File: config.mk
export PLATFORM = sky130hd
export DESIGN_NAME = voxel_ram_arbiter
export DESIGN_NICKNAME = d
export VERILOG_FILES = /design/src/rtl/voxel_ram_arbiter.sv
export SDC_FILE = /design/constraint.sdc
export NUM_CORES = 1
export LEC_CHECK = 0
export BUFFER_PORTS_ARGS = -buffer_cell sky130_fd_sc_hd__buf_2
export CAP_MARGIN = 20
export CORE_ASPECT_RATIO = 0.9
export CORE_MARGIN = 5
export CORE_UTILIZATION = 30
export DETAILED_ROUTE_END_ITERATION = 10
export MAX_ROUTING_LAYER = met4
export SLEW_MARGIN = 30
export SYNTH_ARGS = -nofsm -noshare
export SYNTH_HDL_FRONTEND = slang
export SYNTH_SLANG_ARGS = --single-unit
File: constraint.sdc
create_clock -name clk_in -period 1.9 [get_ports clk_in]
set_input_delay 0.19 -clock clk_in [delete_from_list [all_inputs] [get_ports clk_in]]
set_output_delay 0.19 -clock clk_in [all_outputs]
set_load 0.01 [all_outputs]
File: src/rtl/voxel_ram_arbiter.sv
// Single-port voxel RAM arbiter: loader writes win outright, traversal-unit reads
// are granted round-robin once the whole volume has been written, and read data
// is steered back to its requester by a fixed-latency tag pipeline.
module voxel_ram_arbiter #(
  parameter int NUM_REQ     = 4,
  parameter int ADDR_W      = 16,
  parameter int DATA_W      = 8,
  parameter int RAM_LATENCY = 2
) (
  input  logic                      clk_in,
  input  logic                      rst_in,
  input  logic [NUM_REQ-1:0]        req_valid,
  input  logic [NUM_REQ*ADDR_W-1:0] req_addr,
  output logic [DATA_W-1:0]         req_rdata,
  output logic [NUM_REQ-1:0]        req_rvalid,
  input  logic                      load_valid,
  input  logic [ADDR_W-1:0]         load_addr,
  input  logic [DATA_W-1:0]         load_data,
  output logic                      init_done,
  output logic [ADDR_W-1:0]         ram_addr,
  output logic                      ram_re,
  output logic                      ram_we,
  output logic [DATA_W-1:0]         ram_wdata,
  input  logic [DATA_W-1:0]         ram_rdata
);

  localparam int ID_W  = (NUM_REQ > 1) ? $clog2(NUM_REQ) : 1;
  localparam int DEPTH = RAM_LATENCY + 1;
  localparam logic [ADDR_W:0] INIT_FULL = {1'b1, {ADDR_W{1'b0}}};

  logic [ADDR_W-1:0]             ram_addr_q, ram_addr_d;
  logic                          ram_re_q, ram_re_d;
  logic                          ram_we_q, ram_we_d;
  logic [DATA_W-1:0]             ram_wdata_q, ram_wdata_d;
  logic [DATA_W-1:0]             rdata_q, rdata_d;
  logic [NUM_REQ-1:0]            rvalid_q, rvalid_d;
  logic [NUM_REQ-1:0]            pending_q, pending_d;
  logic [ID_W-1:0]               last_grant_q, last_grant_d;
  logic [ADDR_W:0]               cnt_q, cnt_d;
  logic                          init_q, init_d;
  logic [DEPTH-1:0]              tag_v_q;
  logic [DEPTH-1:0][ID_W-1:0]    tag_id_q;

  logic [NUM_REQ-1:0]            eligible;
  logic                          gnt_found;
  logic [ID_W-1:0]               gnt_id;
  logic                          do_read;
  logic                          ret_v;
  logic [ID_W-1:0]               ret_id;

  assign ret_v  = tag_v_q[DEPTH-1];
  assign ret_id = tag_id_q[DEPTH-1];

  // The return cycle itself is still part of the pending window, so the bit
  // being pulsed this cycle is masked even though pending has just cleared.
  assign eligible = req_valid & ~pending_q & ~rvalid_q;

  always_comb begin
    gnt_found = 1'b0;
    gnt_id    = '0;
    for (int k = 1; k <= NUM_REQ; k++) begin
      if (!gnt_found && eligible[(int'(last_grant_q) + k) % NUM_REQ]) begin
        gnt_found = 1'b1;
        gnt_id    = ID_W'((int'(last_grant_q) + k) % NUM_REQ);
      end
    end
  end

  always_comb begin
    ram_addr_d   = ram_addr_q;
    ram_re_d     = 1'b0;
    ram_we_d     = 1'b0;
    ram_wdata_d  = ram_wdata_q;
    pending_d    = pending_q;
    last_grant_d = last_grant_q;
    do_read      = 1'b0;
    rvalid_d     = '0;
    rdata_d      = rdata_q;
    cnt_d        = cnt_q;
    init_d       = init_q | (cnt_q == INIT_FULL);

    if (ret_v) begin
      pending_d[ret_id] = 1'b0;
      rvalid_d          = NUM_REQ'(1) << ret_id;
      rdata_d           = ram_rdata;
    end

    if (load_valid) begin
      ram_we_d    = 1'b1;
      ram_addr_d  = load_addr;
      ram_wdata_d = load_data;
      if (cnt_q != INIT_FULL) begin
        cnt_d = cnt_q + 1'b1;
      end
    end else if (init_q && gnt_found) begin
      do_read           = 1'b1;
      ram_re_d          = 1'b1;
      ram_addr_d        = req_addr[int'(gnt_id)*ADDR_W +: ADDR_W];
      pending_d[gnt_id] = 1'b1;
      last_grant_d      = gnt_id;
    end
  end

  always_ff @(posedge clk_in) begin
    if (rst_in) begin
      ram_addr_q   <= '0;
      ram_re_q     <= 1'b0;
      ram_we_q     <= 1'b0;
      ram_wdata_q  <= '0;
      rdata_q      <= '0;
      rvalid_q     <= '0;
      pending_q    <= '0;
      last_grant_q <= ID_W'(NUM_REQ - 1);
      cnt_q        <= '0;
      init_q       <= 1'b0;
      tag_v_q      <= '0;
      tag_id_q     <= '0;
    end else begin
      ram_addr_q   <= ram_addr_d;
      ram_re_q     <= ram_re_d;
      ram_we_q     <= ram_we_d;
      ram_wdata_q  <= ram_wdata_d;
      rdata_q      <= rdata_d;
      rvalid_q     <= rvalid_d;
      pending_q    <= pending_d;
      last_grant_q <= last_grant_d;
      cnt_q        <= cnt_d;
      init_q       <= init_d;
      // Stage 0 lines up with ram_re; the last stage lines up with ram_rdata.
      tag_v_q      <= {tag_v_q[DEPTH-2:0], do_read};
      tag_id_q     <= {tag_id_q[DEPTH-2:0], gnt_id};
    end
  end

  assign ram_addr   = ram_addr_q;
  assign ram_re     = ram_re_q;
  assign ram_we     = ram_we_q;
  assign ram_wdata  = ram_wdata_q;
  assign req_rdata  = rdata_q;
  assign req_rvalid = rvalid_q;
  assign init_done  = init_q;

endmodule

==> reports/results.ini, run 1 <==
[synth]
seq_area_frac_synth_pct=41.9
netlist_area_mm2=0.00335
syn_inst=369
synth_fp_nets=474
synth_top_area_cell=dfxtp_1
synth_top_area_share_pct=41.9
synth_warnings=0
synth_edf_count=0
synthTopCellsByArea=dfxtp_1 (42%), mux2i_1 (6.9%), a221oi_1 (6.3%), mux2_4 (4.9%), nor2_1 (4.9%)
synth_seq_cells=70
avgSynthCellArea_um2=9.07
synthArstFlopShare_pct=0
synth_cell_types=45
synth-main-ff-cell=dfxtp_1

[critical_path]
critical_path.cell_chain=or4b_4 > o211ai_1 > and2_4 > mux2_4 > a221oi_2 > a221oi_1
cp_max_fo=6
slowest_stage=or4b_4
critPathRequiredTime_ns=2.10
cp-end-kind=flip-flop
max_stage_delay_ns=0.53
cp-startpoint=pending_q[3]
worstSetupPathType=flip-flop to flip-flop
cp-start-kind=flip-flop
r2r_start=pending_q[3]
cp.arrival_ns=2.42

[status]
violations=negative setup slack
status=finished, violations left

[die]
pin_count=142
core_area_mm2=0.0109
die_h_um=110
die_area_mm2=0.0134
start_util_pct=30.8
rows=36
dieWidth_um=121

[power]
p_int_mw=2.94
power_leakage_nw=2.25
net-switching-power_mw=0.868
switching_share_pct=22.8
clkPwrFrac_pct=47.0
irDropWorstVdd_mv=0.599
combPwrFrac_pct=12.5
p_per_area_mw_per_mm2=775
seq_power_share_pct=40.4

[clocking]
cts_buffers=9
clk_pin_slew_ns=0.06
cts_tree=yes
htreeDepth=3
numClockSinks=70
clock_path_buffers=2
ctsHoldBuffers=0
worstSkewPairLatency_ns=0.33
clockRootBuffer=clkbuf_16

[flow_run]
max_cap_violations=0

[grt]
grt_pass1_wl_um=16300
grt_remaining_overflow=0
track_usage_pct=15.8
grt_pass1_vias=3400
grt_antenna_before_repair=0
grt_max_degree=48

[timing]
slew_headroom_pct=53.6
hold_viol_final=0
skew_ns=0.00420
fmax_mhz=450
finalMaxSlewViolations=0
rsz0062_at_grt=true
worst_slew_pin_slew_ns=0.693
setup_viol_count_final=19
fin_crit_ns=2.22
fin_crit_sh_pct=117
layout_setup_ws_ns=-0.322
tns_ns=-4.71

[place]
pre_cts_slack_ns=-0.381
io_buffers=141
place_hpwl_um=7440
gp_congestion=0.877

[detailed_routing]
wire_per_inst_um=14.7
routed_wl_um=10100
route.detailed.drc=0
via_per_inst=4.86
drt_iter0_drc=125
firstDrtPassIters=4
drtAntennaViolNets=0
vias=3326

[hold_path]
hold_class=input pin to flip-flop
hp-start=load_data[3]

[cells_and_area]
fillerInstances=1059
antennaDiodeCount=0
final_core_util_pct=45.3
drive_gt1_share_pct=44.8
synthToLayoutAreaGrowth_pct=46.9
nets=633

cell families (layout without fill, tap and decap cells):
family                   after synthesis  after routing  synth area share, %
multiplexers                          36             36                 12.5
AND/OR/NAND/NOR                      131            133                 19.1
AO/OA/AOI/OAI                         72             72                 16.5
buffers and inverters                 45            207                 5.87
XOR/XNOR                              13             13                 3.40
adder cells (fa/ha/maj)                2              2                0.747
flip-flops                            70             70                 41.9
through the flow:
step,hold slack (ns),instance area (um^2),power [mW],cells
CTS,0.0827,4850,3.86,682
detailed placement,0.424,4470,2.03,664
global route,0.0958,4920,3.98,685
global placement,0.419,4470,2.02,664
finish,0.0968,4920,3.81,685
floorplan,0.338,3440,1.82,369
cell usage in the layout (no fill, tap or decap), types with 3 or more instances in the layout:
master	instances
buf_2	141
dfxtp_1	65
nor2_1	42
nand2_1	37
mux2i_1	23
inv_1	21
buf_4	20
a221oi_2	15
a21oi_1	14
a21o_1	13
mux2_4	13
a221oi_1	11
clkbuf_16	9
nand3_1	7
xnor2_1	7
nor2b_1	7
o21ai_0	6
xor2_1	6
nand4_1	5
and3_1	5
dfxtp_2	5
buf_12	5
or3_1	4
buf_6	4
nor3_1	3
nor3b_2	3
and2_4	3
a221o_1	3
sequential cells by signal, summed over array words and instances (netlist names):
register,count
cnt_q,17
init_done,1
last_grant_q,2
pending_q,4
ram_addr,16
ram_wdata,8
ram_we,1
req_rdata,8
req_rvalid,4
ret_id,2
tag_id_q,4
tag_v_q,3
synth_stat cells (all sizes together), types with 2 or more instances:
cell type,instances
nor4b,2
nand3,8
ha,2
a21o,13
clkbuf,16
nor2b,7
a221o,3
xnor2,7
or3,4
nor3,4
a21oi,16
nand2,37
xor2,6
buf,8
and4,2
dfxtp,70
or3b,2
and3,5
mux2,13
nand2b,2
o21ai,7
a221oi,26
inv,21
nor3b,4
nor4,2
mux2i,23
o211ai,2
nor2,44
nand4,5
timing repair:
action	4_1_cts	5_1_grt
pin swaps	24	6
setup buffers	0	3
resized for setup	10	15
setup endpoints to repair	20	30
cloned	2	0
critical path, delay by kind of cell, from the launching register on:
family | cells | cell delay [ns]
simple gates | 2 | 0.86
compound gates | 3 | 0.58
flops | 1 | 0.32
mux | 1 | 0.32
per-layer routing:
layer | vias up | part of all wire (%) | wire length, um | GRT usage (%)
met4 | 0 | 1.8 | 178 | 4.56
li1 | 1626 | - | - | -
met3 | 16 | 6.1 | 617 | 5.05
met2 | 90 | 46 | 4660 | 24.7
met5 | - | 0 | 0 | -
met1 | 1594 | 46 | 4600 | 19.8
area by class of cell:
class	count	area, um^2	area share, %
Clock buffer	10	239	4.86
Clock inverter	6	85.1	1.73
Inverter	21	78.8	1.60
Multi-Input combinational cell	256	1920	39.0
Sequential cell	70	1410	28.6
Tap cell	152	190	3.87
Timing Repair Buffer	170	1000	20.3
path summary, 6_finish.rpt:
| kind | to | slack, ns | cells after the start |
|---|---|---|---|
| max | ram_addr[2] | -0.32 | 6 |
| min | ram_wdata[3] | 0.1 | 3 |
| max reg2reg | ram_addr[2] | -0.32 | 6 |
| min reg2reg | ret_id[0] | 0.45 | 1 |
power by group through the flow:
stage | Sequential, mW | Combinational [mW] | Clock [mW]
5_1_grt | 1.55 | 0.517 | 1.92
2_1_floorplan | 1.58 | 0.233 | 0
4_1_cts | 1.54 | 0.470 | 1.85
6_report | 1.54 | 0.478 | 1.79
3_5_place_dp | 1.57 | 0.455 | 0
3_3_place_gp | 1.57 | 0.446 | 0
Note: power is estimated with default switching activity, not from simulation.
==> inputs of run 2 (changes only) <==
--- a/config.mk
+++ b/config.mk
@@ -12,6 +12,7 @@
 export CORE_UTILIZATION = 30
 export DETAILED_ROUTE_END_ITERATION = 10
 export MAX_ROUTING_LAYER = met4
+export SKIP_LAST_GASP = 1
 export SLEW_MARGIN = 30
 export SYNTH_ARGS = -nofsm -noshare
 export SYNTH_HDL_FRONTEND = slang
==> run 2 against run 1 <==
The run still ends with negative setup slack left. Via count is 0.12% lower. Clock power about the same. Final cell count unchanged. Non-clock buffer count is the same. Largest cell class unchanged.
==> reports/results.ini, run 2 (synthesized netlist as in run 1, its figures left out) <==
[hold_path]
hold_class=input pin to flip-flop

[power]
switching_share_pct=22.7  ; -0.039 points
clkPwrFrac_pct=47.1  ; about the same
p_int_mw=2.94  ; about the same
seq_power_share_pct=40.5  ; about the same
combPwrFrac_pct=12.4  ; about the same
p_per_area_mw_per_mm2=779  ; +0.54%
finalPower_mw=3.81  ; -0.12%
power_leakage_nw=2.24  ; -0.38%
irDropWorstVdd_mv=0.599  ; about the same
net-switching-power_mw=0.865  ; -0.29%

[clocking]
clock_path_buffers=2  ; unchanged
clk_pin_slew_ns=0.06  ; about the same
worstSkewPairLatency_ns=0.33  ; about the same
clockRootBuffer=clkbuf_16
htreeDepth=3  ; unchanged
ctsHoldBuffers=0  ; unchanged
cts_tree=yes
numClockSinks=70  ; unchanged
cts_buffers=9  ; unchanged

[critical_path]
critPathRequiredTime_ns=2.10  ; about the same
cp_max_fo=6  ; unchanged
cp.arrival_ns=2.42  ; about the same
worstSetupPathType=flip-flop to flip-flop
cp-start-kind=flip-flop
cp-end-kind=flip-flop

[timing]
layout_setup_ws_ns=-0.319  ; +0.00297 ns
worst_hold_slack_ns=0.0951  ; -0.00173 ns
fin_crit_sh_pct=117  ; -0.16 points
finalMaxSlewViolations=0  ; unchanged
fin_crit_ns=2.22  ; -0.00297 ns
worst_slew_pin_slew_ns=0.645  ; -0.0480 ns
tns_ns=-4.65  ; +0.0534 ns
hold_viol_final=0  ; unchanged
slew_headroom_pct=56.9  ; +3.2 points
rsz0062_at_grt=true
fmax_mhz=451  ; +0.13%
setup_viol_count_final=20  ; +1
skew_ns=0.00568  ; +0.00148 ns

[status]
violations=negative setup slack
status=finished, violations left

[die]
start_util_pct=30.8  ; unchanged
rows=36  ; unchanged
pin_count=142  ; unchanged
dieWidth_um=121  ; unchanged
die_h_um=110  ; unchanged
die_area_mm2=0.0134  ; unchanged
core_area_mm2=0.0109  ; unchanged

[flow_run]
max_cap_violations=0  ; unchanged

[detailed_routing]
via_per_inst=4.85  ; -0.12%
route.detailed.drc=0  ; unchanged
routed_wl_um=10100  ; about the same
firstDrtPassIters=4  ; unchanged
vias=3322  ; -0.12%
drt_iter0_drc=135  ; +8.0%
drtAntennaViolNets=0  ; unchanged
wire_per_inst_um=14.7  ; about the same

[cells_and_area]
largest_register=cnt_q
synthToLayoutAreaGrowth_pct=46.0
antennaDiodeCount=0  ; unchanged
nets=633  ; unchanged
final_cell_mix=buf_2 (141), dfxtp_1 (66), nor2_1 (43)
final_common_cell=buf_2
largest_register_ffs=17  ; unchanged
fillerInstances=1062  ; +0.28%
drive_gt1_share_pct=44.1  ; -0.75 points

[place]
gp_congestion=0.877  ; unchanged
place_hpwl_um=7440  ; unchanged
io_buffers=141  ; unchanged

[grt]
grt_max_degree=48  ; unchanged
track_usage_pct=15.8  ; -0.022 points
grt_antenna_before_repair=0  ; unchanged
grt_remaining_overflow=0  ; unchanged
grt_pass1_vias=3392  ; -0.24%
grt_pass1_wl_um=16300  ; -0.21%

[run 2: cell counts in the layout (fill, tap and decap cells not counted)]
Identical to the previous run, type by type.
[run 2: worst paths after layout]
kind,start,end,slack [ns],cells past startpoint
max,pending_q[3],ram_addr[2],-0.32,6
min,load_data[3],ram_wdata[3],0.1,3
max reg2reg,pending_q[3],ram_addr[2],-0.32,6
min reg2reg,tag_id_q[2],ret_id[0],0.44,1
[run 2: cell type report]
class | instances | area, um^2 | share of cell area, %
clock buffers | 10 | 239 | 4.89
clock inverters | 6 | 85.1 | 1.74
inverters | 21 | 78.8 | 1.61
multi-input cells | 256 | 1900 | 38.9
flip-flops and latches | 70 | 1410 | 28.8
well taps | 152 | 190 | 3.89
repair buffers | 170 | 986 | 20.2
[run 2: layer usage]
metal	vias up	share of wire, %	global-route usage, %
met4	0	1.1	4.56
met1	1575	45	19.7
met2	102	47	24.7
met3	13	6.8	5.05
li1	1632	-	-
met5	-	0	-
[run 2: per-stage QoR]
step	cell area [um^2]	instances	utilization, %	worst slack, ns
final	4890	685	45.0	-0.319
after global routing	4890	685	45.0	-0.370
after CTS	4840	682	44.6	-0.324
after detailed placement	4470	664	41.2	-0.381
after global placement	4470	664	41.2	-0.317
after floorplan	3440	369	-	-0.166
[run 2: what timing repair did]
| action | in CTS | in global routing |
|---|---|---|
| resized for setup | 9 | 6 |
| buffers inserted | 0 | 3 |
| pin swaps | 22 | 8 |
| setup endpoints to repair | 20 | 30 |
| gates cloned | 2 | 0 |
[run 2: critical path, cell delays in order (launching register included)]
cell and delay (ns):
dfxtp_2 0.32, or4b_4 0.53, o211ai_1 0.23, and2_4 0.33, mux2_4 0.32, a221oi_2 0.24, a221oi_1 0.11
[run 2: power groups by stage]
stage,clock (mW),sequential (mW),combinational (mW)
floorplan,0,1.58,0.233
global placement,0,1.57,0.446
detailed placement,0,1.57,0.455
CTS,1.85,1.54,0.470
global route,1.92,1.55,0.513
finish,1.79,1.54,0.473
==> inputs of run 3 (changes only) <==
--- a/config.mk
+++ b/config.mk
@@ -12,6 +12,7 @@
 export CORE_UTILIZATION = 30
 export DETAILED_ROUTE_END_ITERATION = 10
 export MAX_ROUTING_LAYER = met4
+export PLACE_DENSITY_LB_ADDON = 0.08
 export SKIP_LAST_GASP = 1
 export SLEW_MARGIN = 30
 export SYNTH_ARGS = -nofsm -noshare
==> run 3 against run 2 <==
Total power down 5.3%. Worst setup slack improved by 0.0015 ns. Routed wire length up 3.7%. Clock-buffer cell count did not move. Clock skew barely moved. Flip-flop and latch count stayed put. Combinational power rose by 7.8%. Maximum frequency is essentially flat. Via count is 1.2% lower. The flow still finishes with violations (negative setup slack). Largest cell class unchanged.
==> reports/results.ini, run 3 (synthesized netlist as in run 1, its figures left out) <==
[clocking]
cts_tree=yes
ctsHoldBuffers=0  ; unchanged
worstSkewPairLatency_ns=0.33  ; about the same
clockRootBuffer=clkbuf_16
htreeDepth=3  ; unchanged
clock_path_buffers=2  ; unchanged
numClockSinks=70  ; unchanged
cts_buffers=9  ; unchanged
clk_pin_slew_ns=0.06  ; about the same

[status]
violations=negative setup slack
status=finished, violations left

[hold_path]
hold_depth=3  ; unchanged
hold_class=input pin to flip-flop
hp-start=ram_rdata[3]
holdPathEnd=req_rdata[3]

[critical_path]
critPathRequiredTime_ns=2.08  ; -0.02 ns
slowest_stage=or4b_4
cp-start-kind=flip-flop
max_stage_delay_ns=0.54  ; about the same
cp-startpoint=req_rvalid[3]
r2r-end=ram_addr[15]
cp_max_fo=4  ; -2
worstSetupPathType=flip-flop to flip-flop
rrSetupSlack_ns=-0.32  ; about the same
worst_r2r_path_depth=7  ; +1
cp-end-kind=flip-flop
r2r_start=req_rvalid[3]
critical_path.cell_chain=or4b_4 > o211ai_1 > and2_4 > buf_6 > mux2_4 > a221oi_2 > a221oi_1
cp.arrival_ns=2.40  ; -0.02 ns

[die]
rows=36  ; unchanged
dieWidth_um=121  ; unchanged
pin_count=142  ; unchanged
start_util_pct=30.8  ; unchanged
die_area_mm2=0.0134  ; unchanged
die_h_um=110  ; unchanged
core_area_mm2=0.0109  ; unchanged

[detailed_routing]
vias=3281  ; -1.2%
drt_iter0_drc=99  ; -27%
wire_per_inst_um=14.9  ; +1.3%
routed_wl_um=10400  ; +3.7%
drtAntennaViolNets=0  ; unchanged
via_per_inst=4.68  ; -3.5%
firstDrtPassIters=4  ; unchanged
route.detailed.drc=0  ; unchanged

[timing]
fin_crit_ns=2.22  ; -0.00148 ns
fmax_mhz=451  ; about the same
setup_viol_count_final=19  ; -5.0%
worst_hold_slack_ns=0.0906  ; -0.00449 ns
slew_headroom_pct=56.7  ; -0.14 points
fin_crit_sh_pct=117  ; about the same
skew_ns=0.00535  ; -0.000329 ns
layout_setup_ws_ns=-0.318  ; +0.00148 ns
rsz0062_at_grt=true
hold_viol_final=0  ; unchanged
worst_slew_pin_slew_ns=0.649  ; +0.00423 ns
finalMaxSlewViolations=0  ; unchanged

[cells_and_area]
final_common_cell=buf_2
drive_gt1_share_pct=46.6  ; +2.5 points
stdcell_area_mm2=0.00506  ; +3.5%
final_cell_mix=buf_2 (141), dfxtp_1 (67), nor2_1 (42)
antennaDiodeCount=0  ; unchanged
largest_register=cnt_q
largest_register_ffs=17  ; unchanged
nets=649  ; +2.5%
synthToLayoutAreaGrowth_pct=51.1

[grt]
grt_antenna_before_repair=0  ; unchanged
grt_remaining_overflow=0  ; unchanged
grt_max_degree=42  ; -13%
grt_pass1_vias=3331  ; -1.8%
track_usage_pct=16.0  ; +0.18 points
grt_pass1_wl_um=16300  ; unchanged

[flow_run]
max_cap_violations=0  ; unchanged

[place]
placed_area_mm2=0.00453  ; +1.4%
io_buffers=141  ; unchanged
place_hpwl_um=7450  ; +0.23%
gp_congestion=0.770  ; -12%

[power]
irDropWorstVdd_mv=0.518  ; -14%
power_leakage_nw=2.31  ; +3.3%
p_per_area_mw_per_mm2=712  ; -8.6%

run 3: changes by cell type in the layout (fill, tap and decap cells not counted), moves of 2 or more:
cell | previous run | this run
a221oi_1 | 12 | 9
a221oi_4 | 0 | 2
buf_4 | 24 | 37
buf_6 | 0 | 3
bufinv_16 | 2 | 0
clkinv_4 | 0 | 5
clkinvlp_4 | 2 | 0
nor3b_2 | 3 | 1
nor3b_4 | 0 | 3
run 3: layer usage:
| metal | up-vias | wire (um) | global-route usage (%) |
|---|---|---|---|
| li1 | 1661 | - | - |
| met1 | 1534 | 4980 | 20.0 |
| met2 | 74 | 4830 | 25.4 |
| met3 | 12 | 461 | 4.13 |
| met4 | 0 | 142 | 5.04 |
| met5 | - | 0 | - |
run 3: area by class of cell:
type,count,area [um^2]
timing repair buffer,186,1120
clock buffer,10,229
fill,1080,5800
tap,152,190
multi-input combinational,256,1980
inverter,21,78.8
sequential,70,1410
clock inverter,6,48.8
run 3: worst max path at each step:
stage / end / slack (ns) / cells past startpoint
6_report: ram_addr[15] / -0.32 / 7
3_3_place_gp: ram_addr[9] / -0.35 / 6
3_5_place_dp: ram_addr[9] / -0.40 / 6
4_1_cts: ram_addr[12] / -0.32 / 7
2_1_floorplan: ram_addr[4] / -0.17 / 7
5_1_grt: ram_addr[15] / -0.40 / 7
run 3: per-stage QoR:
step | instances | utilization [%] | TNS [ns] | total power, mW | setup slack, ns
2_1_floorplan | 369 | - | -2.06 | 1.82 | -0.166
3_5_place_dp | 674 | 41.8 | -5.92 | 2.03 | -0.403
4_1_cts | 698 | 45.3 | -5.19 | 3.65 | -0.322
3_3_place_gp | 674 | 41.8 | -5.11 | 2.03 | -0.354
5_1_grt | 701 | 46.6 | -6.22 | 3.80 | -0.399
6_report | 701 | 46.6 | -4.56 | 3.60 | -0.318
run 3: critical path, delay by kind of cell, from the launching register on:
kind,cells,cell delay (ns)
AO/OA/AOI/OAI,3,0.55
buffers and inverters,1,0.12
flip-flops,1,0.31
multiplexers,1,0.30
AND/OR/NAND/NOR,2,0.79
run 3: what timing repair did:
action                                  4_1_cts  5_1_grt
endpoints found under the setup margin       22       26
gates resized for setup                      16       18
cloned                                        2        1
setup buffers                                 6        5
pin swaps                                    21       24
run 3: power by group:
part / internal, mW / switching (mW)
logic: 0.276 / 0.234
clock network: 0.892 / 0.664
registers: 1.51 / 0.0249
total: 2.68 / 0.923
